**config.mk**
```make
export PLATFORM = sky130hd
export DESIGN_NAME = bus_cs_decoder_flat
export DESIGN_NICKNAME = d
export VERILOG_FILES = /design/src/rtl/bus_cs_decoder_pkg.sv /design/src/rtl/bus_cs_decoder_if.sv /design/src/rtl/bus_cs_decoder_wait_cnt.sv /design/src/rtl/bus_cs_decoder.sv /design/src/flat_wrapper.sv
export SDC_FILE = /design/constraint.sdc
export NUM_CORES = 1
export LEC_CHECK = 0
export CORE_MARGIN = 1.5
export CORE_UTILIZATION = 45
export DETAILED_ROUTE_END_ITERATION = 8
export PLACE_DENSITY_LB_ADDON = 0.15
export REMOVE_ABC_BUFFERS = 1
export SLEW_MARGIN = 20
export SYNTH_ARGS = -nofsm -noshare
export SYNTH_HDL_FRONTEND = slang
export SYNTH_SLANG_ARGS = --single-unit
export TNS_END_PERCENT = 20
```
**constraint.sdc**
```tcl
create_clock -name clk -period 1.6 [get_ports clk]
set_input_delay 0.32 -clock clk [delete_from_list [all_inputs] [get_ports clk]]
set_output_delay 0.32 -clock clk [all_outputs]
set_load 0.01 [all_outputs]
```
**src/rtl/bus_cs_decoder_pkg.sv**
```systemverilog
// Shared widths and bus-cycle state encoding for the chip-select decoder.
package bus_cs_decoder_pkg;
  localparam int WAIT_W    = 3;
  localparam int IO_ADDR_W = 16;

  typedef enum logic [2:0] {
    IDLE = 3'd0,
    ADDR = 3'd1,
    WAIT = 3'd2,
    DATA = 3'd3
  } bus_state_t;
endpackage

```
**src/rtl/bus_cs_decoder_if.sv**
```systemverilog
// 8088 local-bus signals between the processor side (master) and the decoder (slave).
interface bus_cs_decoder_if #(
  parameter int ADDR_W      = 20,
  parameter int NUM_REGIONS = 4
);
  logic                   ale;
  logic                   iom;
  logic                   rd_n;
  logic                   wr_n;
  logic [ADDR_W-1:0]      addr_in;
  logic [ADDR_W-1:0]      addr_lat;
  logic [NUM_REGIONS-1:0] cs_n;
  logic                   ready;
  logic                   decode_err;

  modport master (
    output ale, iom, rd_n, wr_n, addr_in,
    input  addr_lat, cs_n, ready, decode_err
  );

  modport slave (
    input  ale, iom, rd_n, wr_n, addr_in,
    output addr_lat, cs_n, ready, decode_err
  );
endinterface

```
**src/rtl/bus_cs_decoder_wait_cnt.sv**
```systemverilog
// Wait-state down-counter: load W to hold ready low for exactly W cycles.
// ready is registered; last flags the final wait cycle so the FSM can advance with it.
module bus_cs_decoder_wait_cnt
  import bus_cs_decoder_pkg::*;
(
  input  logic              clk,
  input  logic              rst_n,
  input  logic              load,
  input  logic              abort,
  input  logic [WAIT_W-1:0] count,
  output logic              ready,
  output logic              last
);
  logic [WAIT_W-1:0] cnt;

  always_ff @(posedge clk or negedge rst_n) begin
    if (!rst_n) begin
      cnt   <= '0;
      ready <= 1'b1;
    end else if (abort) begin
      cnt   <= '0;
      ready <= 1'b1;
    end else if (load) begin
      cnt   <= count;
      ready <= (count == '0);
    end else if (cnt != '0) begin
      cnt <= cnt - WAIT_W'(1);
      if (cnt == WAIT_W'(1))
        ready <= 1'b1;
    end
  end

  assign last = (cnt == WAIT_W'(1));
endmodule

```
**src/rtl/bus_cs_decoder.sv**
```systemverilog
// Address latch, priority chip-select decode and wait-state FSM for an 8088 bus.
// Latch and CS_N valid one cycle after ALE; READY low for the hit region's wait count.
module bus_cs_decoder
  import bus_cs_decoder_pkg::*;
#(
  parameter int                            ADDR_W       = 20,
  parameter int                            NUM_REGIONS  = 4,
  parameter logic [NUM_REGIONS*ADDR_W-1:0] REGION_BASE  = {20'h01C00, 20'h0FF00, 20'h80000, 20'h00000},
  parameter logic [NUM_REGIONS*ADDR_W-1:0] REGION_MASK  = {20'h0FE00, 20'h0FFF0, 20'h80000, 20'h80000},
  parameter logic [NUM_REGIONS-1:0]        REGION_IS_IO = 4'b1100,
  parameter logic [NUM_REGIONS*WAIT_W-1:0] REGION_WAIT  = {3'd1, 3'd2, 3'd0, 3'd0}
) (
  input logic              clk,
  input logic              rst_n,
  bus_cs_decoder_if.slave  bus
);
  localparam logic [2:0] ST_IDLE = IDLE;
  localparam logic [2:0] ST_ADDR = ADDR;
  localparam logic [2:0] ST_WAIT = WAIT;
  localparam logic [2:0] ST_DATA = DATA;

  localparam logic [ADDR_W-1:0] IO_KEEP = {{(ADDR_W-IO_ADDR_W){1'b0}}, {IO_ADDR_W{1'b1}}};

  logic [2:0]             state;
  logic [ADDR_W-1:0]      cmp;
  logic [NUM_REGIONS-1:0] hit_vec;
  logic [NUM_REGIONS-1:0] sel_onehot;
  logic [WAIT_W-1:0]      sel_wait;
  logic                   hit_q;
  logic [WAIT_W-1:0]      wait_q;
  logic                   strobe;
  logic                   both_low;
  logic                   both_low_q;
  logic                   cnt_load;
  logic                   cnt_abort;
  logic                   cnt_last;

  // Decode runs on the address being captured so CS_N lands together with ADDR_LAT.
  assign cmp = bus.iom ? (bus.addr_in & IO_KEEP) : bus.addr_in;

  for (genvar k = 0; k < NUM_REGIONS; k++) begin : g_region
    localparam logic [ADDR_W-1:0] BASE = REGION_BASE[k*ADDR_W +: ADDR_W];
    localparam logic [ADDR_W-1:0] MASK = REGION_MASK[k*ADDR_W +: ADDR_W];
    assign hit_vec[k] = ((cmp & MASK) == (BASE & MASK)) && (bus.iom == REGION_IS_IO[k]);
  end

  always_comb begin
    sel_onehot = '0;
    sel_wait   = '0;
    for (int k = NUM_REGIONS - 1; k >= 0; k--) begin
      if (hit_vec[k]) begin
        sel_onehot    = '0;
        sel_onehot[k] = 1'b1;
        sel_wait      = REGION_WAIT[k*WAIT_W +: WAIT_W];
      end
    end
  end

  assign strobe   = !bus.rd_n || !bus.wr_n;
  assign both_low = !bus.rd_n && !bus.wr_n;

  assign cnt_load  = !bus.ale && (state == ST_ADDR) && hit_q && strobe;
  assign cnt_abort = bus.ale || ((state == ST_WAIT) && !strobe);

  always_ff @(posedge clk or negedge rst_n) begin
    if (!rst_n) begin
      state          <= ST_IDLE;
      bus.addr_lat   <= '0;
      bus.cs_n       <= '1;
      bus.decode_err <= 1'b0;
      hit_q          <= 1'b0;
      wait_q         <= '0;
      both_low_q     <= 1'b0;
    end else begin
      bus.decode_err <= 1'b0;
      both_low_q     <= both_low;
      if (bus.ale) begin
        state        <= ST_ADDR;
        bus.addr_lat <= bus.addr_in;
        bus.cs_n     <= ~sel_onehot;
        hit_q        <= |hit_vec;
        wait_q       <= sel_wait;
      end else begin
        case (state)
          ST_ADDR: begin
            if (!hit_q) begin
              state          <= ST_IDLE;
              bus.decode_err <= 1'b1;
            end else if (strobe) begin
              state <= (wait_q != '0) ? ST_WAIT : ST_DATA;
            end
          end
          ST_WAIT: begin
            if (!strobe) begin
              state    <= ST_IDLE;
              bus.cs_n <= '1;
            end else if (cnt_last) begin
              state <= ST_DATA;
            end
          end
          ST_DATA: begin
            if (!strobe) begin
              state    <= ST_IDLE;
              bus.cs_n <= '1;
            end
          end
          default: state <= ST_IDLE;
        endcase
      end
      // Conflicting strobes are flagged once per occurrence; the cycle carries on.
      if (both_low && !both_low_q && (state != ST_IDLE))
        bus.decode_err <= 1'b1;
    end
  end

  bus_cs_decoder_wait_cnt u_wait_cnt (
    .clk   (clk),
    .rst_n (rst_n),
    .load  (cnt_load),
    .abort (cnt_abort),
    .count (wait_q),
    .ready (bus.ready),
    .last  (cnt_last)
  );
endmodule
```
**src/flat_wrapper.sv**
```systemverilog
// flat-port wrapper written by rule: the top's interface ports become plain ports
module bus_cs_decoder_flat import bus_cs_decoder_pkg::*;
#(
  parameter int                            ADDR_W       = 20,
  parameter int                            NUM_REGIONS  = 4,
  parameter logic [NUM_REGIONS*ADDR_W-1:0] REGION_BASE  = {20'h01C00, 20'h0FF00, 20'h80000, 20'h00000},
  parameter logic [NUM_REGIONS*ADDR_W-1:0] REGION_MASK  = {20'h0FE00, 20'h0FFF0, 20'h80000, 20'h80000},
  parameter logic [NUM_REGIONS-1:0]        REGION_IS_IO = 4'b1100,
  parameter logic [NUM_REGIONS*WAIT_W-1:0] REGION_WAIT  = {3'd1, 3'd2, 3'd0, 3'd0}
)
  (clk, rst_n, bus_ale, bus_iom, bus_rd_n, bus_wr_n, bus_addr_in, bus_addr_lat, bus_cs_n, bus_ready, bus_decode_err);
  bus_cs_decoder_if #(.ADDR_W(ADDR_W), .NUM_REGIONS(NUM_REGIONS)) bus_i ();
  input logic clk;
  input logic rst_n;
  input wire logic [$bits(bus_i.ale)-1:0] bus_ale;
  input wire logic [$bits(bus_i.iom)-1:0] bus_iom;
  input wire logic [$bits(bus_i.rd_n)-1:0] bus_rd_n;
  input wire logic [$bits(bus_i.wr_n)-1:0] bus_wr_n;
  input wire logic [$bits(bus_i.addr_in)-1:0] bus_addr_in;
  output wire logic [$bits(bus_i.addr_lat)-1:0] bus_addr_lat;
  output wire logic [$bits(bus_i.cs_n)-1:0] bus_cs_n;
  output wire logic [$bits(bus_i.ready)-1:0] bus_ready;
  output wire logic [$bits(bus_i.decode_err)-1:0] bus_decode_err;
  assign bus_i.ale = bus_ale;
  assign bus_i.iom = bus_iom;
  assign bus_i.rd_n = bus_rd_n;
  assign bus_i.wr_n = bus_wr_n;
  assign bus_i.addr_in = bus_addr_in;
  assign bus_addr_lat = bus_i.addr_lat;
  assign bus_cs_n = bus_i.cs_n;
  assign bus_ready = bus_i.ready;
  assign bus_decode_err = bus_i.decode_err;
  bus_cs_decoder #(.ADDR_W(ADDR_W), .NUM_REGIONS(NUM_REGIONS), .REGION_BASE(REGION_BASE), .REGION_MASK(REGION_MASK), .REGION_IS_IO(REGION_IS_IO), .REGION_WAIT(REGION_WAIT)) u_core (.clk(clk), .rst_n(rst_n), .bus(bus_i));
endmodule
```
==> results.json <==
{
  "hp-class": "input port to async pin",
  "dieArea_um2": 3970,
  "synth_mux_area_share_pct": 15.5,
  "vdd_drop_max_uv": 600,
  "synth_edf_count": 0,
  "yosysTopAreaCell": "dfrtp_1",
  "h-tree-depth": 2,
  "synth-simple-area-share_pct": 10.0,
  "critPathKind": "flip-flop to primary output",
  "r2r_slack_ns": 0.1,
  "relSlewSlack_pct": 73.0,
  "synth-xor-area-share_pct": 0,
  "antenna_cells": 0,
  "required_ns": 1.28,
  "setup_viol": 0,
  "postCtsSetupBuffers": 0,
  "layout_common_cells": "dfrtp_1 (30), clkdlybuf4s50_1 (26), mux2_2 (20), dlymetal6s2s_1 (20), nand2_1 (10)",
  "yosys_warnings": 0,
  "yosysSeqAreaShare_pct": 54.5,
  "p_leak_nw": 1.16,
  "slowest_delay_ns": 0.52,
  "crit_chain": "clkdlybuf4s50_1",
  "dpl.cell_count": 235,
  "final_nets": 229,
  "cp.depth": 1,
  "core-area_um2": 3390,
  "first_pass_iters": 4,
  "crit_path_end_kind": "primary output",
  "status": "finished clean",
  "clk_latency_ns": 0.33,
  "portBuffers": 51,
  "r2r-start": "u_core.u_wait_cnt.cnt[1]",
  "grt_usage_pct": 20.3,
  "initial_core_util_pct": 47.8,
  "yosysUniqueCellTypes": 33,
  "gp_congestion": 0.810,
  "synthArstFlopShare_pct": 100,
  "holdBufCountCts": 0,
  "powerDensity_nw_per_um2": 871,
  "critPathLaunch": "u_core.bus.decode_err",
  "fp-row-count": 21,
  "cp_slowest_cell": "clkdlybuf4s50_1",
  "synth_area_um2": 1620,
  "fin_setup_tns_ns": 0,
  "fmax_mhz": 665,
  "cp.arrival_ns": 1.18,
  "synth_top_family_by_area": "multiplexers",
  "drive_gt1_share_pct": 23.9,
  "critPathMaxFanout": 1,
  "cts_inserted_buffers": 5,
  "drv_cap": 0,
  "clockBufferDepth": 2,
  "fin_skew_ns": 0.00397,
  "io_pins": 52,
  "yosys_most_used_dff": "dfrtp_1",
  "ant_nets": 0,
  "avgSynthCellArea_um2": 12.3,
  "cts_tree": "built",
  "worstMarginPinSlew_ns": 0.401,
  "clk_pin_slew_ns": 0.09,
  "grt_max_degree": 36,
  "startpoint_type": "flip-flop",
  "die_h_um": 63.0,
  "via_per_inst": 5.19,
  "via_count": 1262,
  "yosysTopAreaCellShare_pct": 46.4,
  "globalRouteOverflowTotal": 0,
  "chipWidth_um": 63.0,
  "cp_top_family": "buffers and inverters",
  "yosys_register_bits": 35,
  "wl_per_cell_um": 14.7,
  "finalMaxSlewViolations": 0,
  "first_iter_violations": 49,
  "r2r_end": "u_core.state[0]",
  "endpoint": "bus_decode_err",
  "min_period_ns": 1.50,
  "final-hold-violation-count": 0,
  "hpwlAfterDp_um": 2680,
  "yosys-top-cells-area": "dfrtp_1 (46%), mux2_2 (14%), dfstp_2 (8.1%)",
  "final_common_cell": "dfrtp_1",
  "synth_compound_area_share_pct": 11.1,
  "cts_root_buffer": "clkbuf_4",
  "grt_first_pass_wirelength_um": 6160,
  "final_cells": 243,
  "synthAdderAreaFrac_pct": 5.41,
  "path_buf_inv": 1,
  "antenna_found_initial": 0,
  "wl_um": 3570,
  "drc": 0,
  "syn_inst": 132,
  "period_share_pct": 94.0,
  "ff2ff_path_depth": 6,
  "rsz0062_at_grt": "no",
  "grt_pass1_vias": 1421,
  "area_delta_synth_final_pct": 45.0,
  "fill_cells": 255,
  "cts.sinks": 35
}
==> registers in the layout, indices dropped and copies added (netlist names), 2 cells and up <==
| signal | flops |
|---|---|
| u_core.u_wait_cnt.cnt | 3 |
| u_core.wait_q | 2 |
| u_core.bus.cs_n | 4 |
| u_core.bus.addr_lat | 20 |
| u_core.state | 2 |
==> per-layer routing <==
metal	global-route usage, %	share of wire, %
met1	20.4	38
met2	37.5	55
met3	7.93	5.4
met4	7.50	1.2
met5	0	0
==> how the worst min path moves through the flow <==
| stage | start | to | slack, ns | depth (start not counted) |
|---|---|---|---|---|
| after global routing | rst_n | u_core.wait_q[1] | 0.34 | 2 |
| final | rst_n | u_core.bus.addr_lat[9] | 0.35 | 2 |
| after CTS | rst_n | u_core.bus.addr_lat[10] | 0.34 | 2 |
| after global placement | u_core.bus.addr_lat[18] | u_core.bus.addr_lat[18] | 0.49 | 1 |
| after floorplan | rst_n | u_core.both_low_q | 0.02 | 0 |
| after detailed placement | u_core.bus.addr_lat[18] | u_core.bus.addr_lat[18] | 0.50 | 1 |
==> cell type report <==
cell class | count | area [um^2] | area share, %
well taps | 46 | 57.6 | 2.45
inverters | 9 | 33.8 | 1.44
flip-flops and latches | 35 | 882 | 37.6
clock buffers | 8 | 48.8 | 2.08
multi-input cells | 84 | 683 | 29.1
repair buffers | 61 | 642 | 27.3
==> where the power goes <==
| part | internal (mW) | total (mW) | switching, mW |
|---|---|---|---|
| Clock | 0.175 | 0.450 | 0.275 |
| Combinational | 0.312 | 0.562 | 0.249 |
| Sequential | 0.978 | 1.03 | 0.0559 |
| Total | 1.46 | 2.05 | 0.580 |
==> metrics by stage <==
step	hold slack [ns]	area [um^2]	worst slack, ns	total power [mW]	utilization, %
after CTS	0.344	2290	0.0137	2.09	67.7
final	0.351	2350	0.0964	2.05	69.3
after floorplan	0.0244	1600	0.155	1.33	-
after global placement	0.488	2250	-0.0442	1.60	66.4
after detailed placement	0.496	2250	-0.0896	1.63	66.4
after global routing	0.342	2350	0.0120	2.19	69.3
==> timing repair <==
item,CTS,global route
resized for setup,5,21
endpoints found under the setup margin,5,21
hold endpoints to repair,0,0
==> cells in the mapped netlist (all sizes together), types with 2 or more instances <==
cell type and count:
dfrtp 30, dfstp 5, a21o 2, o32a 2
buf 4, nor3 3, o21a 2, nand3 4
ha 7, a211oi 2, o21ai 4, mux2 21
a21oi 7, nand2 10, nand2b 2, nor2 7
o211ai 2, inv 9
==> cells by family (layout without fill, tap and decap cells) <==
group | Yosys count | in the layout
adder cells (fa/ha/maj) | 7 | 7
AND/OR/NAND/NOR | 31 | 31
flip-flops | 35 | 35
multiplexers | 22 | 22
buffers and inverters | 13 | 78
AO/OA/AOI/OAI | 24 | 24
Note: power is estimated with default switching activity, not from simulation.
